### src/rtl/ru_wb_arbiter.sv
// Shares the RU write port between execute and load-return requesters; ready is combinational, write lands 1 cycle after handshake.
// Optional RUWB_X0_FILTER_EN suppresses ru_we for rd==0 writes while keeping arbitration unchanged.
module ru_wb_arbiter #(
   parameter int unsigned STREAK_MAX = 4
) (
   input  logic        clk,
   input  logic        rst,
   input  logic        exe_valid,
   output logic        exe_ready,
   input  logic [4:0]  exe_rd,
   input  logic        exe_link,
   input  logic [31:0] exe_pc4,
   input  logic [31:0] exe_alu,
   input  logic        ld_valid,
   output logic        ld_ready,
   input  logic [4:0]  ld_rd,
   input  logic [31:0] ld_data,
   output logic        ru_we,
   output logic [4:0]  ru_rd,
   output logic [31:0] ru_wdata,
   output logic [1:0]  ru_src
);

   typedef enum logic [0:0] {LD_PRI, EXE_TURN} state_t;

   localparam logic [3:0] STREAK_LIM = 4'(STREAK_MAX);

   state_t      state_q, state_d;
   logic [3:0]  cnt_q, cnt_d;
   logic        exe_gnt, ld_gnt;
   logic        we_d;
   logic        ru_we_q;
   logic [4:0]  ru_rd_q, rd_d;
   logic [31:0] ru_wdata_q, wdata_d;
   logic [1:0]  ru_src_q, src_d;

   always_comb begin
      exe_gnt = 1'b0;
      ld_gnt  = 1'b0;
      state_d = state_q;
      cnt_d   = cnt_q;

      // Nothing is accepted while reset is asserted.
      if (!rst) begin
         case (state_q)
            LD_PRI: begin
               ld_gnt  = ld_valid;
               exe_gnt = exe_valid & ~ld_valid;
            end
            EXE_TURN: begin
               exe_gnt = exe_valid;
               ld_gnt  = ld_valid & ~exe_valid;
            end
            default: ;
         endcase
      end

      if (exe_gnt || !exe_valid) begin
         cnt_d = 4'd0;
      end else if (ld_gnt) begin
         cnt_d = cnt_q + 4'd1;
      end

      case (state_q)
         LD_PRI: begin
            if (ld_gnt && exe_valid && (cnt_q + 4'd1 == STREAK_LIM)) begin
               state_d = EXE_TURN;
            end
         end
         EXE_TURN: begin
            if (exe_gnt || !exe_valid) begin
               state_d = LD_PRI;
               cnt_d   = 4'd0;
            end
         end
         default: state_d = LD_PRI;
      endcase
   end

   always_comb begin
      rd_d    = ld_rd;
      wdata_d = ld_data;
      src_d   = 2'b01;
      if (exe_gnt) begin
         rd_d    = exe_rd;
         wdata_d = exe_link ? exe_pc4 : exe_alu;
         src_d   = exe_link ? 2'b10 : 2'b00;
      end
`ifdef RUWB_X0_FILTER_EN
      we_d = (exe_gnt | ld_gnt) & (rd_d != 5'd0);
`else
      we_d = exe_gnt | ld_gnt;
`endif
   end

   always_ff @(posedge clk) begin
      if (rst) begin
         state_q    <= LD_PRI;
         cnt_q      <= 4'd0;
         ru_we_q    <= 1'b0;
         ru_rd_q    <= 5'd0;
         ru_wdata_q <= 32'd0;
         ru_src_q   <= 2'b00;
      end else begin
         state_q <= state_d;
         cnt_q   <= cnt_d;
         ru_we_q <= we_d;
         // Payload holds its last value on idle cycles.
         if (exe_gnt || ld_gnt) begin
            ru_rd_q    <= rd_d;
            ru_wdata_q <= wdata_d;
            ru_src_q   <= src_d;
         end
      end
   end

   assign exe_ready = exe_gnt;
   assign ld_ready  = ld_gnt;
   assign ru_we     = ru_we_q;
   assign ru_rd     = ru_rd_q;
   assign ru_wdata  = ru_wdata_q;
   assign ru_src    = ru_src_q;

endmodule

### config.mk
export PLATFORM = sky130hd
export DESIGN_NAME = ru_wb_arbiter
export DESIGN_NICKNAME = d
export VERILOG_FILES = /design/src/rtl/ru_wb_arbiter.sv
export SDC_FILE = /design/constraint.sdc
export NUM_CORES = 1
export LEC_CHECK = 0
export ABC_AREA = 0
export BUFFER_PORTS_ARGS = -buffer_cell sky130_fd_sc_hd__buf_4
export CAP_MARGIN = 20
export CELL_PAD_IN_SITES_DETAIL_PLACEMENT = 0
export CELL_PAD_IN_SITES_GLOBAL_PLACEMENT = 2
export CORE_MARGIN = 10
export CORE_UTILIZATION = 19
export CTS_BUF_LIST = sky130_fd_sc_hd__clkbuf_16
export CTS_CLUSTER_DIAMETER = 80
export DETAILED_ROUTE_END_ITERATION = 10
export MAX_ROUTING_LAYER = met4
export PLACE_DENSITY = 0.8
export SKIP_CTS_REPAIR_TIMING = 1
export SYNTH_ARGS = -nofsm -noshare
export SYNTH_HDL_FRONTEND = slang
export SYNTH_SLANG_ARGS = --single-unit
### constraint.sdc
create_clock -name clk -period 1.2 [get_ports clk]
set_input_delay 0.24 -clock clk [delete_from_list [all_inputs] [get_ports clk]]
set_output_delay 0.24 -clock clk [all_outputs]
set_load 0.02 [all_outputs]
---- After elaboration in Yosys (flattened, before gate mapping) ----
Cells that the tools add are included.
cells by class
  add/subtract/negate cells ............... 1
  multipliers ............................. 0
  div/mod/pow operators ................... 0
  order comparisons ....................... 0
  equality and inequality tests ........... 1
  shift operators ......................... 0
  mux-type cells .......................... 16
  bitwise gates (word level) .............. 6
  reductions and logical operators ........ 5
operators with widths
  operator                                                                count
  32-bit two-way mux                                                      2
  4-bit two-way mux                                                       4
  1-bit case mux with 2 select lines                                      3
  5-bit two-way mux                                                       1
  4-bit by 1-bit adder with 4-bit output (second input constant)          1
  4-bit by 3-bit equality test with 1-bit output (second input constant)  1
  1-bit two-way mux                                                       4
  2-bit two-way mux                                                       2
  1-bit NOT                                                               3
  1-bit bitwise AND                                                       2
  1-bit logical AND                                                       2
  1-bit logical OR                                                        2
  1-bit logical NOT                                                       1
  1-bit OR                                                                1
word-level totals
  register bits ........................... 45
  bits in latches ......................... 0
  memory bits (writable) .................. 0
  ROM bits ................................ 0
  input bits .............................. 111
  output and inout bits ................... 42
  memories ................................ 0

---- Logic depth before layout (Yosys ltp) ----
Gate-level depths: netlist of run 1.
  depth after elaboration ................. 8
  gate-level depth with buffers ........... 6

---- Least setup slack after synthesis of run 1 ----
No wires, ideal clock.
  path type ............................... input-to-reg
  start point ............................. input port exe_link
  end point ............................... register ru_wdata_q[23] (netlist: ru_wdata[23])
  arrival time ............................ 1.163 ns
  path slack .............................. -0.093 ns
  cell stages on the path ................. 5
  cell sequence ........................... buf_4 -> clkbuf_1 -> and2b_1 -> a2111oi_0 -> o31ai_1
on the way
  longest elaborated chain between the ends .. 2
ends and longest elaborated chain
  what                  line  RTL
  start, declared       11    input logic exe_link,
  32-bit two-way mux    86    wdata_d = exe_link ? exe_pc4 : exe_alu;
  32-bit two-way mux    84    if (exe_gnt) begin
  end signal, assigned  111   ru_wdata_q <= wdata_d;
  end, declared         34    logic [31:0] ru_wdata_q, wdata_d;
Every way passes these cells.
A chain may end at the register's enable or synchronous reset.

---- Final worst setup path of run 1 ----
  start point ............................. register state_q
  end point ............................... register ru_wdata_q[9] (netlist: ru_wdata[9])
on the way
  longest elaborated chain between the ends .. 4
  elaborated cells between the ends (all ways) .. 7
ends and longest elaborated chain
  what                                                    line     RTL
  start, declared                                         28       state_t state_q, state_d;
  start signal, assigned                                  105      state_q <= state_d;
  1-bit NOT                                               45       case (state_q)
  1-bit case mux with 2 select lines                      45
  1-bit two-way mux                                       44       if (!rst) begin
  32-bit two-way mux or 1-bit logical OR (tied branches)  84, 109
Several ways; a longest one is shown, not always the timed one.

==> results of run 1 <==
==> cell families (layout without fill, tap and decap cells) <==
| kind of cell | Yosys count | in the layout | synth area share (%) |
|---|---|---|---|
| buffers and inverters | 33 | 192 | 6.65 |
| DFF | 45 | 45 | 38.6 |
| adders and majority gates | 2 | 2 | 1.07 |
| and+or+nand+nor | 89 | 89 | 19.4 |
| xor gates and xnor gates | 2 | 2 | 0.750 |
| AOI/OAI and AO/OA | 111 | 111 | 33.5 |
==> routing by layer <==
layer  wire length, um  global-route usage (%)  vias up
met3               635                    3.10       11
li1                  -                       -     1366
met5                 0                       -        -
met1              4730                    13.7     1310
met4               164                    3.01        0
met2              5590                    20.8       89
==> layout make-up <==
class	instances	area (sq um)	area share [%]
Clock buffer	5	125	2.78
Clock inverter	3	11.3	0.250
Inverter	2	7.51	0.167
Multi-Input combinational cell	204	1770	39.2
Sequential cell	45	902	20.1
Tap cell	147	184	4.09
Timing Repair Buffer	182	1500	33.4
==> registers in the layout (all words and copies together) (netlist names) <==
register,cells
cnt_q,4
ru_rd,5
ru_src,2
ru_wdata,32
ru_we,1
state_q,1
==> cells in the final DEF (no fill, tap or decap), types with 2 or more instances in the layout <==
| master | count |
|---|---|
| ha_1 | 2 |
| a311oi_1 | 4 |
| dfxtp_1 | 44 |
| clkbuf_16 | 6 |
| nor2b_1 | 26 |
| o31ai_1 | 32 |
| buf_4 | 170 |
| o21ai_1 | 5 |
| nor2b_4 | 2 |
| a2111oi_4 | 18 |
| buf_12 | 9 |
| nor2_1 | 10 |
| a21oi_1 | 33 |
| inv_1 | 5 |
| nand3_1 | 6 |
| nand2b_2 | 2 |
| nand2_1 | 32 |
| a2111oi_2 | 14 |
| and2b_1 | 6 |
| buf_6 | 2 |
==> power by group through the flow <==
stage	sequential (mW)	clock, mW	combinational (mW)
detailed placement	1.69	0	1.14
CTS	1.66	1.36	1.14
floorplan	1.81	0	0.367
global placement	1.69	0	1.13
finish	1.66	1.31	1.29
global route	1.67	1.41	1.39
==> critical path, delay by kind of cell, from the launching register on <==
kind	cells	cell delay, ns
AOI/OAI and AO/OA	2	0.45
buffers and inverters	2	0.34
DFF	1	0.36
and+or+nand+nor	1	0.06
==> worst max-delay path by stage <==
stage                        end  startpoint  slack [ns]  depth (start not counted)
global placement    ru_wdata[11]         rst       -0.15                          5
finish               ru_wdata[9]     state_q       -0.13                          5
CTS                    exe_ready     state_q       -0.34                          4
global route        ru_wdata[16]     state_q       -0.18                          5
detailed placement  ru_wdata[18]         rst       -0.21                          5
floorplan           ru_wdata[26]     state_q      0.0009                          5
==> per-stage QoR <==
step	utilization [%]	instance area, sq um	setup TNS [ns]
detailed placement	32.8	3940	-4.70
global placement	32.8	3940	-3.84
floorplan	-	2460	0
global route	37.5	4500	-4.25
finish	37.5	4500	-2.05
CTS	33.9	4080	-0.924
==> impl_metrics.ini, run 1 <==
[worst_setup_path]
r2r-start = state_q
rrSetupSlack_ns = -0.13
end_kind = register
cp_max_fo = 9
r2r_cells = 5
cp_slowest_cell = dfxtp_2
timing.rr.end = ru_wdata[9]
crit_required_ns = 1.36
arrival_ns = 1.49
slowest_delay_ns = 0.36
startpoint_type = register
path_cells = nor2b_4 > buf_4 > clkbuf_16 > a2111oi_2 > o31ai_1
path_class = reg -> reg

[sta]
final.setup_skew_ns = 0.00400
min_period_over_period_pct = 110
finalSetupViolCount = 31
fin_ws_ns = -0.126
timing.slew.headroom_pct = 78.5
fin_crit_ns = 1.33
timing.hold.ws_ns = 0.250
slew_violations = 0
tightestPinTransition_ns = 0.322
final-hold-violation-count = 0
rsz0062_at_grt = yes
fmax_mhz = 754

[cts]
clkTransAtPathRegs_ns = 0.06
cts_buffers = 5
cts_sinks = 45
cts_root_buf = clkbuf_16
cts-htree-levels = 2
tritoncts = yes
clk_latency_ns = 0.28
clockBufferDepth = 2

[logic_synthesis]
yosysMostFrequentCell = dfxtp_1
synth-main-ff-cell = dfxtp_1
syn_avg_cell_area_sq_um = 8.28
yosysTopAreaCell = dfxtp_1
yosys-top-cells-area = dfxtp_1 (39%), a2111oi_0 (12%), o31ai_1 (10%), nor2b_1 (7.5%), a21oi_1 (7.3%)
yosysWarnings = 0
ys_ff_latch = 45
synthesis.nets = 395
synthCells = 282
synth_commonest_cells = dfxtp_1 (45), a21oi_1 (34), a2111oi_0 (32), nand2_1 (32), o31ai_1 (32)
async_reset_ff_share_pct = 0
seq_area_frac_synth_pct = 38.6
synth_edf_count = 0
synth_area_sq_mm = 0.00233
synth_top_area_share_pct = 38.6
ys_types = 24

[placement]
dpl.cell_count = 575
dp_slack_ns = -0.207
numPortBuffers = 152
hpwl_mm = 8.13
place.gp.congestion = 0.753

[floorplanning]
rows = 40
boundaryPins = 153
die_width_um = 131
dieArea_sq_mm = 0.0171
die_height_um = 131
start_util_pct = 19.4
core_area_sq_mm = 0.0120

[power_and_ir_drop]
p_sw_share_pct = 29.8
vdd_ir_drop_max_mv = 0.492
p_per_area_mw_per_mm2 = 946
p_comb_share_pct = 30.3
p_clk_share_pct = 30.8
leakage_nw = 1.78
p_seq_share_pct = 38.9
intPower_mw = 2.99
power_mw = 4.26
switching_power_mw = 1.27

[global_routing]
antenna_found_initial = 0
grt_pass1_vias = 2925
track_usage_pct = 12.1
grt_first_pass_wirelength_mm = 15.8
grt_start_max_net_pins = 21
grt-ovfl-total = 0

[cells_and_area]
fin_cells = 588
antenna_cells = 0
nFillCells = 1230
drive_above_1_share_pct = 51.9
fin_nets = 553
synthToLayoutAreaGrowth_pct = 92.7

[routing]
drt.antenna.violating_nets = 0
vias = 2776
routed_via_density = 4.72
drc_errors = 0
finalWirelength_mm = 11.1
first_iter_violations = 88
wl_per_cell_um = 18.9
dr.pass1.iters = 6

[min_path]
min_from = exe_rd[0]
worst_hold_path.endpoint = ru_rd[0]
hold_path.class = in -> reg
hold_depth = 3

[job]
drv_cap = 0

[outcome]
violations = setup timing
run_status = finished with violations
(Power assumes the default switching activity.)
==> run 2: changes to the inputs <==
--- a/config.mk
+++ b/config.mk
@@ -5,7 +5,7 @@
 export SDC_FILE = /design/constraint.sdc
 export NUM_CORES = 1
 export LEC_CHECK = 0
-export ABC_AREA = 0
+export ABC_AREA = 1
 export BUFFER_PORTS_ARGS = -buffer_cell sky130_fd_sc_hd__buf_4
 export CAP_MARGIN = 20
 export CELL_PAD_IN_SITES_DETAIL_PLACEMENT = 0
@@ -16,7 +16,7 @@
 export CTS_CLUSTER_DIAMETER = 80
 export DETAILED_ROUTE_END_ITERATION = 10
 export MAX_ROUTING_LAYER = met4
-export PLACE_DENSITY = 0.8
+export PLACE_DENSITY = 0.74
 export SKIP_CTS_REPAIR_TIMING = 1
 export SYNTH_ARGS = -nofsm -noshare
 export SYNTH_HDL_FRONTEND = slang
==> run 2 against run 1 <==
  * The flow still finishes with violations (setup timing)
  * Clock power rose by 5%
  * Routed wire length decreased by 6.7%
  * Worst setup slack better by 0.0070 ns
  * Register-to-register slack gained 0.17 ns
  * Combinational power hardly changed
  * Utilization decreased by 6.2 points
  * Via count increased by 15%
  * Critical endpoint is now exe_ready
  * Highest routed layer unchanged
==> impl_metrics.ini, run 2 <==
[outcome]
run_status = finished with violations
violations = setup timing

[cts]
cts-htree-levels = 2
cts_buffers = 5
clk_latency_ns = 0.29
clkTransAtPathRegs_ns = 0.06
clockBufferDepth = 2
tritoncts = yes
cts_sinks = 45
cts_root_buf = clkbuf_16

[logic_synthesis]
synth-main-ff-cell = dfxtp_1
seq_area_frac_synth_pct = 33.0
synth_edf_count = 0
syn_avg_cell_area_sq_um = 5.86
synth_commonest_cells = nand2_1 (142), nor2_1 (84), inv_1 (75)
ys_types = 20
async_reset_ff_share_pct = 0
synthesis.nets = 579
yosys-top-cells-area = dfxtp_1 (33%), nand2_1 (20%), nor2_1 (12%), inv_1 (10%), nand3_1 (7.9%)
synth_top_area_share_pct = 33.0
synth_area_sq_mm = 0.00273
ys_ff_latch = 45
yosysWarnings = 0
yosysMostFrequentCell = nand2_1
synthCells = 466
yosysTopAreaCell = dfxtp_1

[cells_and_area]
postLayoutCoreUtil_pct = 31.3
synthToLayoutAreaGrowth_pct = 60.3
final_common_cell = buf_4
finalInstanceArea_sq_mm = 0.00438
largest_register_ffs = 32
mostFrequentLayoutCells = buf_4 (171), nand2_1 (141), nor2_1 (83)
fin_nets = 739
antenna_cells = 0
drive_above_1_share_pct = 31.6
fin_cells = 807

[power_and_ir_drop]
leakage_nw = 2.51
p_per_area_mw_per_mm2 = 989
vdd_ir_drop_max_mv = 0.513

[min_path]
hold_path.class = in -> reg
min_from = ld_data[3]
hold_depth = 5
worst_hold_path.endpoint = ru_wdata[3]

[routing]
vias = 3183
finalWirelength_mm = 10.4
wl_per_cell_um = 12.8
drc_errors = 0
routed_via_density = 3.94
first_iter_violations = 136
dr.pass1.iters = 4
drt.antenna.violating_nets = 0

[sta]
finalSetupViolCount = 2
fmax_mhz = 758
rsz0062_at_grt = yes
timing.slew.headroom_pct = 79.1
fin_crit_ns = 1.32
tightestPinTransition_ns = 0.309
fin_ws_ns = -0.119
final-hold-violation-count = 0
min_period_over_period_pct = 110
slew_violations = 0
final.setup_skew_ns = 0.00316

[global_routing]
grt_first_pass_wirelength_mm = 15.9
grt_pass1_vias = 3035
grt_start_max_net_pins = 36
grt-busiest-layer = met2
met2_usage_pct = 16.8
antenna_found_initial = 0
track_usage_pct = 10.2
grtUsageMet3_pct = 3.50
grt_use_met1_pct = 11.7
grt-ovfl-total = 0

[floorplanning]
die_height_um = 140
boundaryPins = 153
rows = 43
core_area_sq_mm = 0.0140
dieArea_sq_mm = 0.0196
die_width_um = 140
start_util_pct = 19.5

[placement]
dpl.cell_count = 793
numPortBuffers = 152
dpl-instance-area_sq_mm = 0.00416
place.gp.congestion = 0.756
hpwl_mm = 8.25

[worst_setup_path]
arrival_ns = 1.08
crit_start = state_q
crit_required_ns = 0.96
r2r-start = state_q
rrSetupSlack_ns = 0.04
end_kind = output pin
cp_max_fo = 4
r2r_cells = 8
path_class = reg -> out
timing.rr.end = ru_wdata[15]
startpoint_type = register

[job]
drv_cap = 0
-- run 2: cell families (layout without fill, tap and decap cells) --
group,after synthesis,in the layout,synth area share [%]
flops,45,45,33.0
xor+xnor,2,2,0.642
compound gates,39,39,7.15
simple gates,275,275,41.1
fa+ha+maj,2,2,0.916
buf+inv,103,264,17.2
-- run 2: per-stage QoR --
step                worst slack [ns]  setup TNS, ns  power [mW]  hold WS [ns]
floorplan                     0.0394              0        2.35         0.366
global placement             -0.0635          -1.24        2.99         0.481
detailed placement           -0.0703          -1.13        3.00         0.482
CTS                           -0.317         -0.542        4.40         0.228
global route                  -0.160         -0.598        4.60         0.245
finish                        -0.119         -0.196        4.33         0.240
-- run 2: area by class of cell --
type                            instances  area (sq um)
Fill cell                            1564          9610
Timing Repair Buffer                  179          1440
Multi-Input combinational cell        318          1380
Sequential cell                        45           905
Inverter                               77           292
Tap cell                              180           225
Clock buffer                            5           125
Clock inverter                          3          13.8
-- run 2: report_power, final --
part | leakage (nW) | switching (mW) | internal (mW)
combinational | 2.06 | 0.647 | 0.637
clock | 0.0748 | 0.611 | 0.758
sequential | 0.374 | 0.0629 | 1.61
-- run 2: worst max-delay path, cell delays in order, from the launching register on --
cell and delay (ns):
dfxtp_4 0.36, nor2_4 0.12, nor2_4 0.07, buf_12 0.12, buf_8 0.12
-- run 2: worst max-delay path by stage --
stage,endpoint,slack (ns),cells past startpoint
global route,ld_ready,-0.16,4
finish,exe_ready,-0.12,4
floorplan,ru_wdata[10],0.04,9
detailed placement,ru_wdata[15],-0.07,9
CTS,exe_ready,-0.32,4
global placement,ru_wdata[9],-0.06,9
-- run 2: layer usage --
metal / share of wire [%] / vias to the layer above
met5: 0 / -
met3: 6.1 / 10
met1: 44 / 1385
li1: - / 1705
met4: 1.2 / 0
met2: 49 / 83
==> run 3: changes to the inputs <==
--- a/config.mk
+++ b/config.mk
@@ -5,18 +5,17 @@
 export SDC_FILE = /design/constraint.sdc
 export NUM_CORES = 1
 export LEC_CHECK = 0
-export ABC_AREA = 1
 export BUFFER_PORTS_ARGS = -buffer_cell sky130_fd_sc_hd__buf_4
 export CAP_MARGIN = 20
 export CELL_PAD_IN_SITES_DETAIL_PLACEMENT = 0
 export CELL_PAD_IN_SITES_GLOBAL_PLACEMENT = 2
-export CORE_MARGIN = 10
+export CORE_MARGIN = 1.5
 export CORE_UTILIZATION = 19
 export CTS_BUF_LIST = sky130_fd_sc_hd__clkbuf_16
 export CTS_CLUSTER_DIAMETER = 80
 export DETAILED_ROUTE_END_ITERATION = 10
 export MAX_ROUTING_LAYER = met4
-export PLACE_DENSITY = 0.74
+export PLACE_DENSITY = 0.71
 export SKIP_CTS_REPAIR_TIMING = 1
 export SYNTH_ARGS = -nofsm -noshare
 export SYNTH_HDL_FRONTEND = slang
==> run 3 against run 2 <==
  * The run still ends with setup timing left
  * Final cell count decreased by 26%
  * Via count is 10% lower
  * Critical path depth did not move
  * Highest routed layer unchanged
==> impl_metrics.ini, run 3 (synthesis results as in run 1) <==
[cells_and_area]
fin_nets = 564
fin_cells = 598
mostFrequentLayoutCells = buf_4 (174), dfxtp_1 (44), a21oi_1 (33)
finalInstanceArea_sq_mm = 0.00462
antenna_cells = 0
largest_register_ffs = 32
drive_above_1_share_pct = 52.8
final_common_cell = buf_4
synthToLayoutAreaGrowth_pct = 98.1

[worst_setup_path]
arrival_ns = 1.17
startpoint_type = register
cp_max_fo = 5
crit_required_ns = 0.96
path_class = reg -> out
end_kind = output pin

[sta]
timing.slew.headroom_pct = 73.2
rsz0062_at_grt = yes
finalSetupViolCount = 39
fin_ws_ns = -0.207
fin_crit_ns = 1.41
slew_violations = 0
min_period_over_period_pct = 117
final-hold-violation-count = 0
tightestPinTransition_ns = 0.392
fmax_mhz = 710
final.setup_skew_ns = 0.00382
tns_ns = -2.13

[cts]
cts-htree-levels = 2
cts_buffers = 5
tritoncts = yes
cts_sinks = 45
cts_root_buf = clkbuf_16
clkTransAtPathRegs_ns = 0.06
clk_latency_ns = 0.28
clockBufferDepth = 2

[routing]
dr.pass1.iters = 4
drt.antenna.violating_nets = 0
vias = 2859
wl_per_cell_um = 17.0
finalWirelength_mm = 10.1
first_iter_violations = 155
drc_errors = 0
routed_via_density = 4.78

[outcome]
violations = setup timing
run_status = finished with violations

[floorplanning]
boundaryPins = 153
die_height_um = 114
die_width_um = 114
rows = 40
dieArea_sq_mm = 0.0130
start_util_pct = 19.4
core_area_sq_mm = 0.0120

[placement]
hpwl_mm = 6.87
dpl.cell_count = 583
dp_slack_ns = -0.201
dpl-instance-area_sq_mm = 0.00398
numPortBuffers = 152
place.gp.congestion = 0.780

[power_and_ir_drop]
p_per_area_mw_per_mm2 = 934
vdd_ir_drop_max_mv = 0.489
power_mw = 4.32
leakage_nw = 1.85

[global_routing]
grt_start_max_net_pins = 33
grt_pass1_vias = 2754
antenna_found_initial = 0
track_usage_pct = 14.3
grt_first_pass_wirelength_mm = 14.3
grt-ovfl-total = 0

[min_path]
hold_path.class = in -> reg

[job]
drv_cap = 0
==> run 3: changes by cell type in the layout (fill, tap and decap cells not counted), moves of 4 or more <==
cell,before,now
nand3_1,43,6
inv_1,75,3
o21ai_1,1,5
a311oi_1,0,5
a21oi_1,1,33
o21ai_0,37,0
nor2b_1,0,26
o31ai_1,0,32
nor2_1,83,10
a2111oi_4,0,17
a2111oi_2,0,14
buf_6,0,5
nand2_1,141,32
and2b_1,0,6
==> run 3: where the power goes <==
| group | switching, mW | internal (mW) | leakage [nW] |
|---|---|---|---|
| Combinational | 0.650 | 0.679 | 1.40 |
| Sequential | 0.0565 | 1.60 | 0.373 |
| Clock | 0.586 | 0.748 | 0.0685 |
| Total | 1.29 | 3.03 | 1.85 |
==> run 3: final timing paths <==
path,startpoint,to,slack (ns),depth (start not counted)
worst max-delay path,state_q,exe_ready,-0.21,4
worst min-delay path,exe_rd[4],ru_rd[4],0.24,3
worst max register to register,state_q,ru_wdata[22],-0.09,6
worst min register to register,ru_wdata[19],ru_wdata[19],0.45,2
==> run 3: layout make-up <==
cell class / count / area [sq um]
sequential: 45 / 902
timing repair buffer: 193 / 1650
fill: 1219 / 7390
clock buffer: 5 / 125
inverter: 2 / 7.51
multi-input combinational: 204 / 1750
clock inverter: 2 / 7.51
tap: 147 / 184
==> run 3: per-layer routing <==
| layer | track usage (%) | vias to the layer above | part of all wire (%) |
|---|---|---|---|
| met1 | 17.2 | 1339 | 44 |
| met3 | 3.08 | 6 | 6.9 |
| li1 | - | 1396 | - |
| met2 | 24.2 | 118 | 48 |
| met4 | 3.67 | 0 | 0.94 |
| met5 | - | - | 0 |
==> run 3: critical path, cell delays in order (launching register included) <==
cell     delay (ns)
dfxtp_2        0.34
nor2b_4        0.23
buf_12         0.15
nor2_4         0.03
buf_6          0.13
==> run 3: per-stage QoR <==
step / util [%] / hold WS [ns]
after CTS: 34.2 / 0.234
after floorplan: - / 0.410
after global placement: 33.1 / 0.438
final: 38.5 / 0.241
after detailed placement: 33.1 / 0.443
after global routing: 38.5 / 0.242
